## src/rtl/mc_ctrl_pkg.sv

```systemverilog
// mc_ctrl_pkg: state, opcode, func3 and datapath-select encodings for the multicycle controller.
// JALR items exist only when MC_CTRL_JALR_EN is defined.
package mc_ctrl_pkg;
    typedef enum logic [3:0] {
        S_FETCH     = 4'd0,
        S_DECODE    = 4'd1,
        S_MEM_ADR   = 4'd2,
        S_MEM_READ  = 4'd3,
        S_MEM_WB    = 4'd4,
        S_MEM_WRITE = 4'd5,
        S_EXEC_R    = 4'd6,
        S_EXEC_I    = 4'd7,
        S_ALU_WB    = 4'd8,
        S_BRANCH    = 4'd9,
        S_JAL       = 4'd10,
`ifdef MC_CTRL_JALR_EN
        S_JALR      = 4'd11,
`endif
        S_LUI       = 4'd12
    } state_t;

    localparam logic [6:0] OP_R    = 7'b0110011;
    localparam logic [6:0] OP_I    = 7'b0010011;
    localparam logic [6:0] OP_LW   = 7'b0000011;
    localparam logic [6:0] OP_SW   = 7'b0100011;
    localparam logic [6:0] OP_B    = 7'b1100011;
    localparam logic [6:0] OP_JAL  = 7'b1101111;
`ifdef MC_CTRL_JALR_EN
    localparam logic [6:0] OP_JALR = 7'b1100111;
`endif
    localparam logic [6:0] OP_LUI  = 7'b0110111;

    localparam logic [2:0] F3_BEQ = 3'b000;
    localparam logic [2:0] F3_BNE = 3'b001;
    localparam logic [2:0] F3_BLT = 3'b100;
    localparam logic [2:0] F3_BGE = 3'b101;

    localparam logic [1:0] A_PC    = 2'b00;
    localparam logic [1:0] A_OLDPC = 2'b01;
    localparam logic [1:0] A_RS1   = 2'b10;

    localparam logic [1:0] B_RS2  = 2'b00;
    localparam logic [1:0] B_IMM  = 2'b01;
    localparam logic [1:0] B_FOUR = 2'b10;

    localparam logic [1:0] RES_ALUOUT = 2'b00;
    localparam logic [1:0] RES_DATA   = 2'b01;
    localparam logic [1:0] RES_ALU    = 2'b10;
    localparam logic [1:0] RES_IMM    = 2'b11;

    localparam logic [2:0] IMM_I = 3'b000;
    localparam logic [2:0] IMM_S = 3'b001;
    localparam logic [2:0] IMM_B = 3'b010;
    localparam logic [2:0] IMM_J = 3'b011;
    localparam logic [2:0] IMM_U = 3'b100;

    localparam logic [1:0] ALU_ADD   = 2'b00;
    localparam logic [1:0] ALU_SUB   = 2'b01;
    localparam logic [1:0] ALU_RTYPE = 2'b10;
    localparam logic [1:0] ALU_ITYPE = 2'b11;
endpackage

```

## src/rtl/multicycle_controller_if.sv

```systemverilog
// mc_ctrl_if: instruction/flag inputs and datapath control outputs of the multicycle controller.
interface mc_ctrl_if;
    logic [6:0] opcode;
    logic [2:0] func3;
    logic       zero;
    logic       lt;
    logic       mem_ready;
    logic       pc_write;
    logic       adr_src;
    logic       mem_read;
    logic       mem_write;
    logic       ir_write;
    logic       reg_write;
    logic [1:0] alu_src_a;
    logic [1:0] alu_src_b;
    logic [1:0] alu_op;
    logic [2:0] imm_src;
    logic [1:0] result_src;
    logic [3:0] state_o;

    modport master (
        input  opcode, func3, zero, lt, mem_ready,
        output pc_write, adr_src, mem_read, mem_write, ir_write, reg_write,
        output alu_src_a, alu_src_b, alu_op, imm_src, result_src, state_o
    );
    modport slave (
        output opcode, func3, zero, lt, mem_ready,
        input  pc_write, adr_src, mem_read, mem_write, ir_write, reg_write,
        input  alu_src_a, alu_src_b, alu_op, imm_src, result_src, state_o
    );
endinterface

```

## src/rtl/multicycle_controller_branch_cond.sv

```systemverilog
// branch_cond: decides whether a conditional branch is taken from func3 and the ALU flags.
module branch_cond
    import mc_ctrl_pkg::*;
(
    input  logic [2:0] i_func3,
    input  logic       i_zero,
    input  logic       i_lt,
    output logic       o_taken
);
    assign o_taken = (i_func3 == F3_BEQ) ? i_zero :
                     (i_func3 == F3_BNE) ? !i_zero :
                     (i_func3 == F3_BLT) ? i_lt :
                     (i_func3 == F3_BGE) ? !i_lt : 1'b0;
endmodule

```

## src/rtl/multicycle_controller.sv

```systemverilog
// multicycle_controller: fetch/decode/execute/memory/writeback sequencer driving all datapath controls.
// Define MC_CTRL_JALR_EN to build the JALR state; otherwise opcode 1100111 is treated as unknown.
module multicycle_controller
    import mc_ctrl_pkg::*;
(
    input  logic      clk,
    input  logic      rst_n,
    mc_ctrl_if.master bus
);
    state_t     r_state, w_next;
    logic       r_run;
    logic       w_en, w_taken;
    logic       w_pc_write, w_adr_src, w_mem_read, w_mem_write, w_ir_write, w_reg_write;
    logic [1:0] w_a, w_b, w_alu_op, w_res;
    logic [2:0] w_imm;

    branch_cond u_branch_cond (
        .i_func3 (bus.func3),
        .i_zero  (bus.zero),
        .i_lt    (bus.lt),
        .o_taken (w_taken)
    );

    // r_run holds outputs quiet until rst_n has been sampled high once
    always_ff @(posedge clk) begin
        r_run   <= rst_n;
        r_state <= rst_n ? w_next : S_FETCH;
    end

    always_comb begin
        w_next      = r_state;
        w_pc_write  = 1'b0;
        w_adr_src   = 1'b0;
        w_mem_read  = 1'b0;
        w_mem_write = 1'b0;
        w_ir_write  = 1'b0;
        w_reg_write = 1'b0;
        w_a         = A_PC;
        w_b         = B_RS2;
        w_alu_op    = ALU_ADD;
        w_imm       = IMM_I;
        w_res       = RES_ALUOUT;
        case (r_state)
            S_FETCH: begin
                w_mem_read = 1'b1;
                w_b        = B_FOUR;
                w_res      = RES_ALU;
                w_ir_write = bus.mem_ready;
                w_pc_write = bus.mem_ready;
                w_next     = bus.mem_ready ? S_DECODE : S_FETCH;
            end
            S_DECODE: begin
                w_a   = A_OLDPC;
                w_b   = B_IMM;
                w_imm = (bus.opcode == OP_JAL) ? IMM_J : IMM_B;
                case (bus.opcode)
                    OP_R:         w_next = S_EXEC_R;
                    OP_I:         w_next = S_EXEC_I;
                    OP_LW, OP_SW: w_next = S_MEM_ADR;
                    OP_B:         w_next = S_BRANCH;
                    OP_JAL:       w_next = S_JAL;
`ifdef MC_CTRL_JALR_EN
                    OP_JALR:      w_next = S_JALR;
`endif
                    OP_LUI:       w_next = S_LUI;
                    default:      w_next = S_FETCH;
                endcase
            end
            S_MEM_ADR: begin
                w_a    = A_RS1;
                w_b    = B_IMM;
                w_imm  = (bus.opcode == OP_SW) ? IMM_S : IMM_I;
                w_next = (bus.opcode == OP_SW) ? S_MEM_WRITE : S_MEM_READ;
            end
            S_MEM_READ: begin
                w_mem_read = 1'b1;
                w_adr_src  = 1'b1;
                w_next     = bus.mem_ready ? S_MEM_WB : S_MEM_READ;
            end
            S_MEM_WB: begin
                w_res       = RES_DATA;
                w_reg_write = 1'b1;
                w_next      = S_FETCH;
            end
            S_MEM_WRITE: begin
                w_mem_write = 1'b1;
                w_adr_src   = 1'b1;
                w_next      = bus.mem_ready ? S_FETCH : S_MEM_WRITE;
            end
            S_EXEC_R: begin
                w_a      = A_RS1;
                w_alu_op = ALU_RTYPE;
                w_next   = S_ALU_WB;
            end
            S_EXEC_I: begin
                w_a      = A_RS1;
                w_b      = B_IMM;
                w_alu_op = ALU_ITYPE;
                w_next   = S_ALU_WB;
            end
            S_ALU_WB: begin
                w_reg_write = 1'b1;
                w_next      = S_FETCH;
            end
            S_BRANCH: begin
                w_a        = A_RS1;
                w_alu_op   = ALU_SUB;
                w_pc_write = w_taken;
                w_next     = S_FETCH;
            end
            S_JAL: begin
                w_a        = A_OLDPC;
                w_b        = B_FOUR;
                w_pc_write = 1'b1;
                w_next     = S_ALU_WB;
            end
`ifdef MC_CTRL_JALR_EN
            S_JALR: begin
                w_a    = A_RS1;
                w_b    = B_IMM;
                w_next = S_JAL;
            end
`endif
            S_LUI: begin
                w_imm       = IMM_U;
                w_res       = RES_IMM;
                w_reg_write = 1'b1;
                w_next      = S_FETCH;
            end
            default: w_next = S_FETCH;
        endcase
    end

    // reset gates every control combinationally so in-flight requests drop immediately
    assign w_en           = rst_n & r_run;
    assign bus.pc_write   = w_en & w_pc_write;
    assign bus.adr_src    = w_en & w_adr_src;
    assign bus.mem_read   = w_en & w_mem_read;
    assign bus.mem_write  = w_en & w_mem_write;
    assign bus.ir_write   = w_en & w_ir_write;
    assign bus.reg_write  = w_en & w_reg_write;
    assign bus.alu_src_a  = w_en ? w_a : 2'b00;
    assign bus.alu_src_b  = w_en ? w_b : 2'b00;
    assign bus.alu_op     = w_en ? w_alu_op : 2'b00;
    assign bus.imm_src    = w_en ? w_imm : 3'b000;
    assign bus.result_src = w_en ? w_res : 2'b00;
    assign bus.state_o    = r_state;
endmodule

```

## src/flat_wrapper.sv

```systemverilog
// flat-port wrapper written by rule: the top's interface ports become plain ports
module multicycle_controller_flat import mc_ctrl_pkg::*;
  (clk, rst_n, bus_opcode, bus_func3, bus_zero, bus_lt, bus_mem_ready, bus_pc_write, bus_adr_src, bus_mem_read, bus_mem_write, bus_ir_write, bus_reg_write, bus_alu_src_a, bus_alu_src_b, bus_alu_op, bus_imm_src, bus_result_src, bus_state_o);
  mc_ctrl_if bus_i ();
  input  logic clk;
  input  logic rst_n;
  input wire logic [$bits(bus_i.opcode)-1:0] bus_opcode;
  input wire logic [$bits(bus_i.func3)-1:0] bus_func3;
  input wire logic [$bits(bus_i.zero)-1:0] bus_zero;
  input wire logic [$bits(bus_i.lt)-1:0] bus_lt;
  input wire logic [$bits(bus_i.mem_ready)-1:0] bus_mem_ready;
  output wire logic [$bits(bus_i.pc_write)-1:0] bus_pc_write;
  output wire logic [$bits(bus_i.adr_src)-1:0] bus_adr_src;
  output wire logic [$bits(bus_i.mem_read)-1:0] bus_mem_read;
  output wire logic [$bits(bus_i.mem_write)-1:0] bus_mem_write;
  output wire logic [$bits(bus_i.ir_write)-1:0] bus_ir_write;
  output wire logic [$bits(bus_i.reg_write)-1:0] bus_reg_write;
  output wire logic [$bits(bus_i.alu_src_a)-1:0] bus_alu_src_a;
  output wire logic [$bits(bus_i.alu_src_b)-1:0] bus_alu_src_b;
  output wire logic [$bits(bus_i.alu_op)-1:0] bus_alu_op;
  output wire logic [$bits(bus_i.imm_src)-1:0] bus_imm_src;
  output wire logic [$bits(bus_i.result_src)-1:0] bus_result_src;
  output wire logic [$bits(bus_i.state_o)-1:0] bus_state_o;
  assign bus_i.opcode = bus_opcode;
  assign bus_i.func3 = bus_func3;
  assign bus_i.zero = bus_zero;
  assign bus_i.lt = bus_lt;
  assign bus_i.mem_ready = bus_mem_ready;
  assign bus_pc_write = bus_i.pc_write;
  assign bus_adr_src = bus_i.adr_src;
  assign bus_mem_read = bus_i.mem_read;
  assign bus_mem_write = bus_i.mem_write;
  assign bus_ir_write = bus_i.ir_write;
  assign bus_reg_write = bus_i.reg_write;
  assign bus_alu_src_a = bus_i.alu_src_a;
  assign bus_alu_src_b = bus_i.alu_src_b;
  assign bus_alu_op = bus_i.alu_op;
  assign bus_imm_src = bus_i.imm_src;
  assign bus_result_src = bus_i.result_src;
  assign bus_state_o = bus_i.state_o;
  multicycle_controller u_core (.clk(clk), .rst_n(rst_n), .bus(bus_i));
endmodule
```

## config.mk

```make
export PLATFORM = sky130hd
export DESIGN_NAME = multicycle_controller_flat
export DESIGN_NICKNAME = d
export VERILOG_FILES = /design/src/rtl/mc_ctrl_pkg.sv /design/src/rtl/multicycle_controller_if.sv /design/src/rtl/multicycle_controller_branch_cond.sv /design/src/rtl/multicycle_controller.sv /design/src/flat_wrapper.sv
export SDC_FILE = /design/constraint.sdc
export NUM_CORES = 1
export LEC_CHECK = 0
export CAP_MARGIN = 20
export CORE_MARGIN = 2
export CORE_UTILIZATION = 41
export CTS_BUF_LIST = sky130_fd_sc_hd__clkbuf_8
export DETAILED_ROUTE_END_ITERATION = 12
export GPL_TIMING_DRIVEN = 0
export PLACE_DENSITY = 0.9
export SETUP_SLACK_MARGIN = 0.5
export SLEW_MARGIN = 25
export SYNTH_ARGS = -nofsm -noshare
export SYNTH_HDL_FRONTEND = slang
export SYNTH_SLANG_ARGS = --single-unit
```

## constraint.sdc

```tcl
create_clock -name clk -period 1.8 [get_ports clk]
set_clock_uncertainty 0.15 [all_clocks]
set_input_delay 0.36 -clock clk [delete_from_list [all_inputs] [get_ports clk]]
set_output_delay 0.36 -clock clk [all_outputs]
set_load 0.05 [all_outputs]
```

==> impl_metrics.csv, run 1 <==
group,metric,value,unit
run_status,outcome,"stopped before the end",
run_status,stop_stage,"clock tree synthesis (4_1_cts)",
run_status,first-error,"[ERROR DPL-0033] detailed placement checks failed during check placement.",
synthesis,synth_cells,101,
synthesis,synth_warnings,0,
synthesis,synthTopCellsByCount,"9 x nor2_1, 8 x nand2_1, 6 x a21oi_1",
synthesis,synth_most_common_cell,"nor2_1",
synthesis,synth-async-reset-ratio,0,
synthesis,synth_area,717,sq um
synthesis,synth_area_leaders,"dfxtp_1 14%, nor2_1 4.7%, a21oi_1 4.2%",
synthesis,yosysTopAreaCellShare,0.140,
synthesis,ys_ff_latch,5,
die,row_count,15,
placed_design,gp_congestion,0.797,
synthesis,yosysSeqAreaShare,0.140,
synthesis,yosysUniqueCellTypes,44,
clock_network,clk_path_buf_depth,2,
placed_design,dp_hpwl,1850,microns
synthesis,synth_fp_nets,116,
clock_network,cts_max_level,1,
synthesis,ys.flop_type,"dfxtp_1",
die,ios,36,
synthesis,syn_area_per_cell,7.10,sq um
clock_network,ctsHoldBuffers,0,
placed_design,dp.cells,152,
placed_design,dpl_cell_area,1350,sq um
synthesis,synth_top_area_cell,"dfxtp_1",
clock_network,cts-buffers-inserted,3,
clock_network,cts_setup_buffers,13,
die,die_h,45.8,microns
clock_network,clock-root-buffer,"clkbuf_8",
die,die-width,45.8,microns
clock_network,clock-sinks,5,
clock_network,post_cts_resized,196,
placed_design,port_buffers,34,
synthesis,synth_edf_count,0,
die,initial_utilization,0.424,
==> cells by family after synthesis <==
group,after synthesis,share of synthesized area
multiplexers,2,0.0279
AO/OA/AOI/OAI,25,0.239
XOR/XNOR,2,0.0244
buffers and inverters,11,0.0872
AND/OR/NAND/NOR,56,0.482
flip-flops,5,0.140
==> per-stage QoR <==
step / setup WS, ns / TNS (ns) / hold WS [ns] / util
3_5_place_dp: -1.30 / -19.62 / 0.546 / 0.800
3_3_place_gp: -1.25 / -18.96 / 0.538 / 0.800
2_1_floorplan: -0.395 / -2.33 / 0.238 / -
==> inputs of run 2 (changes only) <==
CORE_AREA = 2 2 63 65   (was not set)
CORE_MARGIN = not set   (was 2)
CORE_UTILIZATION = not set   (was 41)
CTS_BUF_LIST = not set   (was sky130_fd_sc_hd__clkbuf_8)
DIE_AREA = 0 0 65 67   (was not set)
PLACE_DENSITY = not set   (was 0.9)
PLACE_DENSITY_LB_ADDON = 0.15   (was not set)
SETUP_SLACK_MARGIN = not set   (was 0.5)
==> run 2 against run 1 <==
Effect of this change:
- the flow now finishes, with violations (negative setup slack)
- synthesized cell count is the same
- area after synthesis is the same
==> impl_metrics.csv, run 2 <==
group,metric,value,unit
worst_setup_path,reg2reg_depth,5,
timing,finalSetupViolCount,17,
synthesis,synth_most_common_cell,"nor2_1",
global_route,grt_pass1_vias,975,
drt,drt_pass1_iterations,4,
die,initial_utilization,0.199,
finish,nNetsFinal,182,
worst_setup_path,arrival,1.67,ns
worst_setup_path,required,1.29,ns
worst_setup_path,critPathLaunchType,"flip-flop",
placed_design,dpl_cell_area,1370,sq um
timing,worst_slack,-0.379,ns
global_route,grt_pass1_wl,4930,microns
synthesis,ys.flop_type,"dfxtp_1",
synthesis,yosysSeqAreaShare,0.140,
synthesis,synth-async-reset-ratio,0,
synthesis,synth_warnings,0,
global_route,grt-ovfl-total,0,
synthesis,synth_edf_count,0,
die,die-area,4360,sq um
run_status,outcome,"complete, but fails checks",
synthesis,ys_ff_latch,5,
synthesis,syn_area_per_cell,7.10,sq um
worst_setup_path,rrSetupSlack,0.10,ns
synthesis,yosysTopAreaCellShare,0.140,
drt,antenna_left,0,
synthesis,synth_area,717,sq um
clock_network,clock-root-buffer,"clkbuf_8",
finish,largest_reg_flops,4,
synthesis,synthTopCellsByCount,"9 x nor2_1, 8 x nand2_1, 6 x a21oi_1",
synthesis,yosysUniqueCellTypes,44,
clock_network,tritoncts,"built",
timing,final_hold_viol_count,0,
die,core_area,3610,sq um
finish,area_delta_synth_final,159,%
clock_network,ctsHoldBuffers,0,
timing,worst_slew_pin_slew,0.487,ns
drt,drtIter0Drc,20,
worst_setup_path,reg2reg_from,"u_core.bus.state_o[0]",
power,power_density,293,nW/um^2
global_route,grt_max_degree,11,
die,die-width,65,microns
synthesis,synth_top_area_cell,"dfxtp_1",
clock_network,clock-sinks,5,
timing,max_slew_margin,0.676,
finish,fin_area,1860,sq um
finish,layout_commonest_cell,"buf_6",
power,p_leak,0.756,nW
power,power,544,uW
synthesis,synth_fp_nets,116,
drt,drc_errors,0,
synthesis,synth_area_leaders,"dfxtp_1 14%, nor2_1 4.7%, a21oi_1 4.2%",
timing,fmax,459,MHz
timing,min_period_over_period,1.21,
drt,routed_wl,3030,microns
run,maxCapViolations,0,
synthesis,synth_cells,101,
global_route,grt_antenna_before_repair,0,
power,vdd_drop_max,137,uV
worst_setup_path,crit_end,"bus_imm_src[0]",
run_status,violations,"negative setup slack",
drt,avgRoutedWirePerCell,14.2,microns
clock_network,cts_max_level,1,
die,die_h,67,microns
finish,drive_gt1_frac,0.645,
clock_network,cts-buffers-inserted,3,
worst_setup_path,cp-end-kind,"output port",
worst_hold_path,min_path_type,"input port to flip-flop",
worst_setup_path,cp_max_fo,6,
placed_design,port_buffers,34,
worst_setup_path,r2r_end,"u_core.bus.state_o[2]",
die,row_count,22,
clock_network,clk_path_buf_depth,2,
timing,rsz0062_at_grt,"yes",
timing,fin_crit,2.18,ns
placed_design,dp_hpwl,1960,microns
timing,slew_violations,0,
die,ios,36,
finish,diodes,0,
drt,via_count,999,
clock_network,clk_latency,0.22,ns
timing,setup_tns,-3.16,ns
worst_setup_path,crit_start,"u_core.bus.state_o[2]",
finish,layout_common_cells,"29 x buf_6, 16 x buf_4, 13 x dlygate4sd2_1, 6 x nor2_4",
worst_setup_path,critical_path_class,"flip-flop to output port",
placed_design,gp_congestion,0.855,
drt,vias_per_cell,4.67,
clock_network,clkSlewWorstSetupHoldPaths,0.04,ns
global_route,track_usage,0.149,
worst_hold_path,hold_depth,1,
[run 2: metal layers]
layer | vias up | wire length [microns] | GRT usage
met5 | - | 0 | 0
met4 | 0 | 34 | 0.0612
met3 | 4 | 97 | 0.0101
met2 | 17 | 1600 | 0.258
met1 | 479 | 1300 | 0.190
li1 | 499 | - | -
[run 2: where the power goes]
part / switching (mW) / internal, mW / total [mW]
clock network: 0.0579 / 0.152 / 0.210
logic: 0.121 / 0.100 / 0.221
registers: 0.00324 / 0.110 / 0.113
total: 0.182 / 0.362 / 0.544
[run 2: cells by family after synthesis]
logic type / Yosys count / synth area share
buf+inv: 11 / 0.0872
compound gates: 25 / 0.239
mux: 2 / 0.0279
flops: 5 / 0.140
xor+xnor: 2 / 0.0244
simple gates: 56 / 0.482
[run 2: worst min path at each step]
stage	startpoint	endpoint	slack, ns
after global placement	u_core.bus.state_o[0]	u_core.bus.state_o[1]	0.60
after global routing	rst_n	u_core.r_run	0.35
final	rst_n	u_core.r_run	0.34
after detailed placement	u_core.bus.state_o[0]	u_core.bus.state_o[1]	0.58
after CTS	rst_n	u_core.r_run	0.33
after floorplan	rst_n	u_core.r_run	0.24
[run 2: what timing repair did]
action                                  CTS  global route
cloned                                    1             0
gates resized for setup                 177            16
buffers inserted                         15            16
endpoints found under the setup margin   21            17
pin swaps                                19            16
[run 2: through the flow]
step                      hold slack, ns  std cells   util  worst slack (ns)
final                              0.341        214  0.515            -0.379
after global routing               0.355        214  0.515            -0.463
after CTS                          0.329        203  0.486            -0.426
after detailed placement           0.583        183  0.379             -1.26
after global placement             0.603        183  0.379             -1.27
after floorplan                    0.238        101      -            -0.395
[run 2: cell type report]
cell class	count	area, sq um
clock buffers	4	45.0
fillers	329	1750
well taps	48	60.1
repair buffers	65	674
flip-flops and latches	5	115
multi-input cells	85	897
plain buffers	5	52.6
inverters	2	11.3
[run 2: critical path: stages, from the launching register on]
cell and delay [ns]:
dfxtp_4 0.36, nor4b_4 0.31, and3_4 0.25, nand3_4 0.07, a211oi_4 0.25, buf_6 0.19
(Power assumes the default switching activity.)
==> inputs of run 3 (changes only) <==
SLEW_MARGIN = 20   (was 25)
==> results of run 3 <==
Same layout as run 2: the final DEF is identical, and so are final timing and power.
